<file path="src/rtl/counter_driver_if.sv">
// Bus between an upstream requester, counter_driver and the downstream counter.
// The slave modport is the driver's view; master is the requester/counter side.
interface counter_driver_if;
    logic       init_req;
    logic [3:0] init_value;
    logic       inc_valid;
    logic [1:0] inc_amt;
    logic       inc_ready;
    logic       dec_valid;
    logic [1:0] dec_amt;
    logic       dec_ready;
    logic       reinit;
    logic [3:0] initial_value;
    logic       incr_valid;
    logic [1:0] incr;
    logic       decr_valid;
    logic [1:0] decr;
    logic [3:0] shadow;
    logic       ovf_err;
    logic       unf_err;

    modport slave (
        input  init_req, init_value, inc_valid, inc_amt, dec_valid, dec_amt,
        output inc_ready, dec_ready, reinit, initial_value,
               incr_valid, incr, decr_valid, decr, shadow, ovf_err, unf_err
    );

    modport master (
        output init_req, init_value, inc_valid, inc_amt, dec_valid, dec_amt,
        input  inc_ready, dec_ready, reinit, initial_value,
               incr_valid, incr, decr_valid, decr, shadow, ovf_err, unf_err
    );
endinterface

</file>
<file path="src/rtl/counter_driver.sv">
// Issues bounded inc/dec commands to a 4-bit downstream counter, tracking a shadow copy.
// Optional sticky overflow/underflow flags: define CNT_DRV_STICKY_ERR_EN.
module counter_driver (
    input logic             clk,
    input logic             rst,
    counter_driver_if.slave bus
);
    typedef enum logic [1:0] {IDLE, INIT, RUN} state_e;

    state_e     state_q, state_d;
    logic [3:0] shadow_q, shadow_d;
    logic [3:0] init_cap_q, init_cap_d;
    logic       reinit_q, reinit_d;
    logic [3:0] initial_value_q, initial_value_d;
    logic       incr_valid_q, incr_valid_d;
    logic [1:0] incr_q, incr_d;
    logic       decr_valid_q, decr_valid_d;
    logic [1:0] decr_q, decr_d;

    logic              run_ok;
    logic              inc_ready, dec_ready;
    logic              inc_acc, dec_acc;
    logic signed [5:0] shadow_s, inc_s, dec_s;
    logic signed [5:0] n_both, n_inc, n_dec, shadow_nxt;

    // State register and all datapath flops
    always_ff @(posedge clk) begin
        if (!rst) begin
            state_q         <= IDLE;
            shadow_q        <= 4'd0;
            init_cap_q      <= 4'd0;
            reinit_q        <= 1'b0;
            initial_value_q <= 4'd0;
            incr_valid_q    <= 1'b0;
            incr_q          <= 2'd0;
            decr_valid_q    <= 1'b0;
            decr_q          <= 2'd0;
        end else begin
            state_q         <= state_d;
            shadow_q        <= shadow_d;
            init_cap_q      <= init_cap_d;
            reinit_q        <= reinit_d;
            initial_value_q <= initial_value_d;
            incr_valid_q    <= incr_valid_d;
            incr_q          <= incr_d;
            decr_valid_q    <= decr_valid_d;
            decr_q          <= decr_d;
        end
    end

    always_comb begin
        state_d = state_q;
        case (state_q)
            IDLE:    if (bus.init_req) state_d = INIT;
            INIT:    state_d = RUN;
            RUN:     if (bus.init_req) state_d = INIT;
            default: state_d = IDLE;
        endcase
    end

    // Ready outputs: only RUN without a pending init, and never while rst is held low
    always_comb begin
        shadow_s  = $signed({2'b00, shadow_q});
        inc_s     = $signed({4'b0000, bus.inc_amt});
        dec_s     = $signed({4'b0000, bus.dec_amt});
        n_both    = shadow_s + inc_s - dec_s;
        n_inc     = shadow_s + inc_s;
        n_dec     = shadow_s - dec_s;
        run_ok    = rst && (state_q == RUN) && !bus.init_req;
        inc_ready = run_ok && (bus.dec_valid ? (n_both <= 6'sd15) : (n_inc <= 6'sd15));
        dec_ready = run_ok && (bus.inc_valid ? (n_both >= 6'sd0)  : (n_dec >= 6'sd0));
    end

    always_comb begin
        inc_acc         = bus.inc_valid && inc_ready;
        dec_acc         = bus.dec_valid && dec_ready;
        shadow_nxt      = shadow_s + (inc_acc ? inc_s : 6'sd0) - (dec_acc ? dec_s : 6'sd0);
        shadow_d        = (state_q == INIT) ? init_cap_q : shadow_nxt[3:0];
        init_cap_d      = init_cap_q;
        if (bus.init_req && (state_q != INIT))
            init_cap_d = bus.init_value;
        reinit_d        = (state_q == INIT);
        initial_value_d = (state_q == INIT) ? init_cap_q : initial_value_q;
        incr_valid_d    = inc_acc;
        incr_d          = inc_acc ? bus.inc_amt : 2'd0;
        decr_valid_d    = dec_acc;
        decr_d          = dec_acc ? bus.dec_amt : 2'd0;
    end

    assign bus.inc_ready     = inc_ready;
    assign bus.dec_ready     = dec_ready;
    assign bus.reinit        = reinit_q;
    assign bus.initial_value = initial_value_q;
    assign bus.incr_valid    = incr_valid_q;
    assign bus.incr          = incr_q;
    assign bus.decr_valid    = decr_valid_q;
    assign bus.decr          = decr_q;
    assign bus.shadow        = shadow_q;

`ifdef CNT_DRV_STICKY_ERR_EN
    logic ovf_q, ovf_d, unf_q, unf_d;

    // run_ok already excludes init cycles, so a stall here is always a bound stall
    always_comb begin
        ovf_d = ovf_q;
        unf_d = unf_q;
        if (state_q == INIT) begin
            ovf_d = 1'b0;
            unf_d = 1'b0;
        end else if (run_ok) begin
            if (bus.inc_valid && !inc_ready) ovf_d = 1'b1;
            if (bus.dec_valid && !dec_ready) unf_d = 1'b1;
        end
    end

    always_ff @(posedge clk) begin
        if (!rst) begin
            ovf_q <= 1'b0;
            unf_q <= 1'b0;
        end else begin
            ovf_q <= ovf_d;
            unf_q <= unf_d;
        end
    end

    assign bus.ovf_err = ovf_q;
    assign bus.unf_err = unf_q;
`else
    assign bus.ovf_err = 1'b0;
    assign bus.unf_err = 1'b0;
`endif
endmodule
</file>
<file path="src/flat_wrapper.sv">
// flat-port wrapper written by rule: the top's interface ports become plain ports
module counter_driver_flat 
  (clk, rst, bus_init_req, bus_init_value, bus_inc_valid, bus_inc_amt, bus_dec_valid, bus_dec_amt, bus_inc_ready, bus_dec_ready, bus_reinit, bus_initial_value, bus_incr_valid, bus_incr, bus_decr_valid, bus_decr, bus_shadow, bus_ovf_err, bus_unf_err);
  counter_driver_if bus_i ();
  input logic clk;
  input logic rst;
  input wire logic [$bits(bus_i.init_req)-1:0] bus_init_req;
  input wire logic [$bits(bus_i.init_value)-1:0] bus_init_value;
  input wire logic [$bits(bus_i.inc_valid)-1:0] bus_inc_valid;
  input wire logic [$bits(bus_i.inc_amt)-1:0] bus_inc_amt;
  input wire logic [$bits(bus_i.dec_valid)-1:0] bus_dec_valid;
  input wire logic [$bits(bus_i.dec_amt)-1:0] bus_dec_amt;
  output wire logic [$bits(bus_i.inc_ready)-1:0] bus_inc_ready;
  output wire logic [$bits(bus_i.dec_ready)-1:0] bus_dec_ready;
  output wire logic [$bits(bus_i.reinit)-1:0] bus_reinit;
  output wire logic [$bits(bus_i.initial_value)-1:0] bus_initial_value;
  output wire logic [$bits(bus_i.incr_valid)-1:0] bus_incr_valid;
  output wire logic [$bits(bus_i.incr)-1:0] bus_incr;
  output wire logic [$bits(bus_i.decr_valid)-1:0] bus_decr_valid;
  output wire logic [$bits(bus_i.decr)-1:0] bus_decr;
  output wire logic [$bits(bus_i.shadow)-1:0] bus_shadow;
  output wire logic [$bits(bus_i.ovf_err)-1:0] bus_ovf_err;
  output wire logic [$bits(bus_i.unf_err)-1:0] bus_unf_err;
  assign bus_i.init_req = bus_init_req;
  assign bus_i.init_value = bus_init_value;
  assign bus_i.inc_valid = bus_inc_valid;
  assign bus_i.inc_amt = bus_inc_amt;
  assign bus_i.dec_valid = bus_dec_valid;
  assign bus_i.dec_amt = bus_dec_amt;
  assign bus_inc_ready = bus_i.inc_ready;
  assign bus_dec_ready = bus_i.dec_ready;
  assign bus_reinit = bus_i.reinit;
  assign bus_initial_value = bus_i.initial_value;
  assign bus_incr_valid = bus_i.incr_valid;
  assign bus_incr = bus_i.incr;
  assign bus_decr_valid = bus_i.decr_valid;
  assign bus_decr = bus_i.decr;
  assign bus_shadow = bus_i.shadow;
  assign bus_ovf_err = bus_i.ovf_err;
  assign bus_unf_err = bus_i.unf_err;
  counter_driver u_core (.clk(clk), .rst(rst), .bus(bus_i));
endmodule
</file>
<file path="config.mk">
export PLATFORM = sky130hd
export DESIGN_NAME = counter_driver_flat
export DESIGN_NICKNAME = d
export VERILOG_FILES = /design/src/rtl/counter_driver_if.sv /design/src/rtl/counter_driver.sv /design/src/flat_wrapper.sv
export SDC_FILE = /design/constraint.sdc
export NUM_CORES = 1
export LEC_CHECK = 0
export ABC_AREA = 1
export ABC_CLOCK_PERIOD_IN_PS = 3100
export BUFFER_PORTS_ARGS = -buffer_cell sky130_fd_sc_hd__buf_2
export CAP_MARGIN = 10
export CORE_ASPECT_RATIO = 0.7
export CORE_MARGIN = 2
export CORE_UTILIZATION = 46
export CTS_BUF_LIST = sky130_fd_sc_hd__clkbuf_4 sky130_fd_sc_hd__clkbuf_8 sky130_fd_sc_hd__clkbuf_16
export DETAILED_ROUTE_END_ITERATION = 7
export PLACE_DENSITY_LB_ADDON = 0.05
export SLEW_MARGIN = 5
export SYNTH_ARGS = -nofsm -noshare
export SYNTH_HDL_FRONTEND = slang
export SYNTH_SLANG_ARGS = --single-unit
</file>
<file path="constraint.sdc">
create_clock -name clk -period 3.1 [get_ports clk]
set_input_delay 0.31 -clock clk [delete_from_list [all_inputs] [get_ports clk]]
set_output_delay 0.31 -clock clk [all_outputs]
set_load 0.005 [all_outputs]
</file>
# Word level (Yosys, flattened, before mapping)

Cells that the tools add are included.

Bits in registers: 21
Input bits: 13
Word-level logic and storage cells: 41

$add $sub $neg: 5
Order comparisons: 4
Eq/ne operators: 4
Multiplexer cells: 7
Reductions and logical operators: 12

Operators by type and width:

| cell                 | number |
|---|---|
| $ge A6 B1 Y1 const B | 2 |
| $le A6 B5 Y1 const B | 2 |
| $logic_and A1 B1 Y1  | 7 |
| $mux W2              | 3 |
| $sub A6 B3 Y6        | 1 |
| $add A4 B2 Y5        | 1 |
| $sub A4 B2 Y5        | 1 |
| $add A4 B4 Y4        | 1 |
| $mux W4              | 1 |
| $ne A2 B1 Y1 const B | 2 |
| $pmux W2 S2          | 1 |
| $reduce_and A2 Y1    | 2 |
| $sub A4 B4 Y4        | 1 |
| $eq A2 B1 Y1 const B | 1 |
| $eq A2 B2 Y1 const B | 1 |
| $logic_not A2 Y1     | 1 |
| $mux W1              | 2 |
| $reduce_or A2 Y1     | 1 |
| $logic_not A1 Y1     | 1 |

# Depth between registers and ports, before layout

Depth after elaboration: 10
Mapped depth: 21
Gate-level depth less buffers: 21

# Worst setup path after synthesis

Ideal clock, no wire load.

Path type: flip-flop to flip-flop
Start point: register u_core.shadow_q[0] (netlist: u_core.bus.shadow[0])
End point: register u_core.shadow_q[3] (netlist: u_core.bus.shadow[3])
Data arrival time: 3278 ps
Data required time: 2980 ps
Path slack: -298 ps
Stages on the path, launching flop included: 19
Path buffers: 0
Clock period less this slack: 3398 ps
Cells stage by stage: dfxtp_1 ha_1 fa_1 fa_1 inv_1 nand2_1 nor2_2 nand3_1 nand3_2 nand4_1 fa_1 inv_1 ha_1 nand2_1 nand2_1 a21oi_1 or2_2 nand3_1 a21oi_1

Cells in the longest elaborated chain, start to end: 10
Elaborated cells on any way between the ends: 18
Classes of those cells: 5 x add/sub; 4 x order compare; 5 x mux; 4 x reduce/logical

Ends and longest elaborated chain:

| what                   | line                                       | text |
|---|---|---|
| from (decl)            | counter_driver.sv:11                       | `logic [3:0] shadow_q, shadow_d;` |
| from (signal assigned) | counter_driver.sv:40                       | `shadow_q <= shadow_d;` |
| $add A4 B2 Y5          | counter_driver.sv:66, counter_driver.sv:67 |  |
| $sub A6 B3 Y6          | counter_driver.sv:66                       | `n_both = shadow_s + inc_s - dec_s;` |
| $le A6 B5 Y1           | counter_driver.sv:70                       | `inc_ready = run_ok && (bus.dec_valid ? (n_both <= 6'sd15) : (n_inc <= 6'sd15));` |
| $mux W1                | counter_driver.sv:70                       |  |
| $logic_and A1 B1 Y1    | counter_driver.sv:70                       |  |
| $logic_and A1 B1 Y1    | counter_driver.sv:75                       | `inc_acc = bus.inc_valid && inc_ready;` |
| $mux W2                | counter_driver.sv:77                       | `shadow_nxt = shadow_s + (inc_acc ? inc_s : 6'sd0) - (dec_acc ? dec_s : 6'sd0);` |
| $add A4 B4 Y4          | counter_driver.sv:77                       |  |
| $sub A4 B4 Y4 (*)      | counter_driver.sv:77                       |  |
| $mux W4 (*)            | counter_driver.sv:78                       | `shadow_d = (state_q == INIT) ? init_cap_q : shadow_nxt[3:0];` |

Mark *: on every way between the ends. The rest lies on a longest branch, timed or not.
A chain may end at the register's enable or synchronous reset.

# Worst setup path after layout

Start point: register u_core.shadow_q[0] (netlist: u_core.bus.shadow[0])
End point: register u_core.shadow_q[1] (netlist: u_core.bus.shadow[1])

Same word-level chain as after synthesis.

==> qor.log <==
qor: detailed_routing.detail_route.first_pass.iterations 4
qor: outcome.status finished with violations
qor: finish.design_area 0.00162 mm2
qor: power.p_clk_frac 0.295
qor: placement.placement.cell_area 0.00148 mm2
qor: clock_tree.cts.sink_count 21
qor: worst_setup_path.crit_path_max_fanout 3
qor: finish.mostFrequentLayoutCells buf_2 (29), inv_1 (25), nand2_1 (20), dfxtp_1 (20), nor2_1 (17)
qor: worst_setup_path.data_arrival_time_of_the_worst_path 3.57 ns
qor: sta.finalSetupViolCount 3
qor: floorplan.start_util 0.485
qor: sta.fmax 297 MHz
qor: grt.grt_start_max_net_pins 12
qor: finish.n_fill_cell 234
qor: power.vdd_drop_max 0.242 mV
qor: detailed_routing.drt_iter0_markers 49
qor: finish.final_core_util 0.660
qor: sta.finalCritPeriodShare 1.09
qor: grt.met1_usage_in_global_routing 0.268
qor: yosys.synth_top_cell_area_share 0.352
qor: worst_setup_path.worstSetupEndpointType flip-flop
qor: floorplan.die_w 64.9 um
qor: sta.finClkSkew 0.00469 ns
qor: min_path.min_to u_core.init_cap_q[3]$_SDFFE_PN0P_
qor: sta.layout_min_cycle_time 3.37 ns
qor: floorplan.fp-row-count 15
qor: grt.first_global_vias 987
qor: floorplan.chipHeight 46.6 um
qor: yosys.synth_cell_type_count 23
qor: worst_setup_path.worst-r2r-setup-slack -0.27 ns
qor: finish.post_route_cells_drive_above_1_share 0.427
qor: grt.routing_usage_on_met2 0.315
qor: yosys.ys_top_cells_by_area dfxtp_1 (35%), ha_1 (12%), inv_1 (8.2%), nand2_1 (6.9%), fa_1 (6.7%)
qor: yosys.ys_ff_latch 21
qor: sta.grt_setup_unrepaired yes
qor: detailed_routing.avgViaCountPerCell 4.72
qor: yosys.post_synth_instance_area 0.00119 mm2
qor: power.leakagePower 0.856 nW
qor: power.total_switching_power 189 uW
qor: worst_setup_path.critical_path.reg2reg.endpoint u_core.bus.shadow[1]$_SDFF_PN0_
qor: yosys.synth.yosys.seq_area_share 0.352
qor: grt.global_routing_met3_resource_utilization 0.0440
qor: grt.busiest_layer met2
qor: floorplan.die-area 0.00302 mm2
qor: outcome.failed_checks negative setup slack
qor: worst_setup_path.worstSetupPathType flip-flop to flip-flop
qor: finish.layout-area-overhead-vs-synth 36.0%
qor: grt.groute.usage.overall 0.197
qor: finish.finalNetCount 228
qor: min_path.holdCritStartpoint bus_init_value[3]
qor: worst_setup_path.crit-reg2reg-launch u_core.bus.shadow[0]$_SDFF_PN0_
qor: power.cellPowerDensity 397 mW/mm2
qor: sta.maxSlewViolCount 0
qor: power.cellInternalPower 455 uW
qor: detailed_routing.wirelength 2.70 mm
qor: clock_tree.clk_pin_slew 0.08 ns
qor: clock_tree.number_of_buffers_created_by_cts 3
qor: clock_tree.tritoncts built
qor: clock_tree.cts-htree-levels 1
qor: yosys.syn-instance-count 153
qor: floorplan.design.core.area 0.00246 mm2
qor: placement.detailed_place_hpwl 2.12 mm
qor: clock_tree.clock_latency 0.26 ns
qor: worst_setup_path.required 3.30 ns
qor: power.power_frac_comb 0.248
qor: detailed_routing.vias_after_detailed_routing 1,099
qor: clock_tree.cts_root_buffer clkbuf_8
qor: grt.number_of_antenna_violations_at_the_first_check_in_global_routing 0
qor: detailed_routing.drtAntennaViolNets 0
qor: finish.layout_commonest_cell buf_2
qor: power.netSwitchingFraction 0.293
qor: detailed_routing.routed_wire_length_per_instance 11.6 um
qor: grt.grt_first_pass_wirelength 4.37 mm
qor: sta.final-hold-violation-count 0
qor: yosys.post-synth-top-area-cell dfxtp_1
qor: grt.grt_overflow_total 0
qor: power.total_power 644 uW
qor: job.cap_violations 0
qor: min_path.worstHoldPathType input port to flip-flop
qor: worst_setup_path.cp-start-kind flip-flop
qor: sta.worst_slack -0.272 ns
qor: detailed_routing.drc_errors 0
qor: min_path.min_delay_path_depth 3
qor: worst_setup_path.ff2ff_path_depth 16
qor: finish.antenna_cells_inserted 0
qor: clock_tree.cts_max_path_buffers 2
qor: yosys.synthesis.area_per_instance 7.80 um2
qor: placement.port-buffer-count 29
qor: power.p_seq_frac 0.458
qor: yosys.ys_warn_count 0
qor: placement.routability_congestion_estimate_from_global_placement 0.903
qor: floorplan.design.portCount 32
layer usage:
metal,part of all wire,vias to the layer above
met5,0,-
li1,-,560
met4,0.011,0
met3,0.046,4
met2,0.47,25
met1,0.48,510
sequential cells by signal, summed over array words and instances (netlist names):
register	count
u_core.bus.reinit	1
u_core.bus.incr	2
u_core.bus.shadow	4
u_core.init_cap_q	4
u_core.bus.initial_value	4
u_core.state_q	2
u_core.bus.decr_valid	1
u_core.bus.decr	2
u_core.bus.incr_valid	1
cell usage after synthesis:
cell and count:
a21oi_1 9, buf_2 1, buf_4 2, conb_1 1, dfxtp_1 21, fa_1 4
ha_1 11, inv_1 26, inv_2 4, nand2_1 22, nand2_2 4, nand2_4 1
nand3_1 13, nand3_2 2, nand4_1 1, nor2_1 18, nor2_2 1, nor2_4 1
nor3_1 1, nor4_4 1, o21ai_0 5, or2_2 3, xnor2_1 1
logic make-up (layout without fill, tap and decap cells):
| family | count (synthesis) | after routing | synth area share |
|---|---|---|---|
| flip-flops | 21 | 21 | 0.352 |
| other | 1 | 2 | 0.00314 |
| XOR/XNOR | 1 | 1 | 0.00734 |
| AO/OA/AOI/OAI | 14 | 14 | 0.0587 |
| AND/OR/NAND/NOR | 68 | 68 | 0.285 |
| adder cells (fa/ha/maj) | 15 | 15 | 0.182 |
| buffers and inverters | 33 | 78 | 0.111 |
through the flow:
stage | std cells | hold slack, ns | setup TNS [ns] | setup WS (ns)
3_3_place_gp | 224 | 0.452 | -1.17 | -0.473
4_1_cts | 231 | 0.275 | -0.666 | -0.260
5_1_grt | 233 | 0.300 | -1.16 | -0.419
2_1_floorplan | 154 | 0.422 | -0.454 | -0.198
3_5_place_dp | 224 | 0.456 | -1.34 | -0.503
6_report | 233 | 0.274 | -0.745 | -0.272
power by group through the flow:
stage | clock, mW | combinational (mW) | sequential, mW
after floorplan | 0 | 0.0975 | 0.301
after global placement | 0 | 0.138 | 0.300
after detailed placement | 0 | 0.141 | 0.301
after CTS | 0.195 | 0.150 | 0.294
after global routing | 0.206 | 0.177 | 0.296
final | 0.190 | 0.159 | 0.295
final cells by class:
type                       count  area [um2]  area share
inverter                      30         113      0.0694
clock buffer                   4        48.8      0.0301
multi-input combinational    100         739       0.456
tap                           34        42.5      0.0262
sequential                    21         422       0.260
timing repair buffer          44         258       0.159
worst max path at each step:
| stage | start | endpoint | slack (ns) | cells past startpoint |
|---|---|---|---|---|
| after global placement | bus_inc_amt[0] | u_core.bus.shadow[3]$_SDFF_PN0_ | -0.47 | 19 |
| after CTS | u_core.bus.shadow[0]$_SDFF_PN0_ | u_core.bus.shadow[1]$_SDFF_PN0_ | -0.26 | 16 |
| after floorplan | u_core.bus.shadow[0]$_SDFF_PN0_ | u_core.bus.shadow[3]$_SDFF_PN0_ | -0.20 | 20 |
| after detailed placement | bus_inc_amt[0] | u_core.bus.shadow[3]$_SDFF_PN0_ | -0.50 | 19 |
| after global routing | u_core.bus.shadow[0]$_SDFF_PN0_ | u_core.bus.shadow[3]$_SDFF_PN0_ | -0.42 | 20 |
| final | u_core.bus.shadow[0]$_SDFF_PN0_ | u_core.bus.shadow[1]$_SDFF_PN0_ | -0.27 | 16 |
worst max-delay path: stages (launching register included):
cell and delay [ns]:
dfxtp_2 0.33, ha_4 0.16, fa_1 0.49, ha_1 0.30
nand2_1 0.08, nand3_2 0.09, nor2_4 0.12, nand3_2 0.07
nand3_2 0.07, inv_2 0.05, nand2_4 0.06, nor2_2 0.04
fa_1 0.54, buf_4 0.12, fa_2 0.42, or2_4 0.24
a21oi_2 0.12
repair_timing:
item / in CTS / in global routing
setup buffers: 3 / 2
hold buffers: 0 / 0
endpoints found under the setup margin: 3 / 3
gates resized for setup: 9 / 6
pin swaps: 17 / 3
Note: power is estimated with default switching activity, not from simulation.
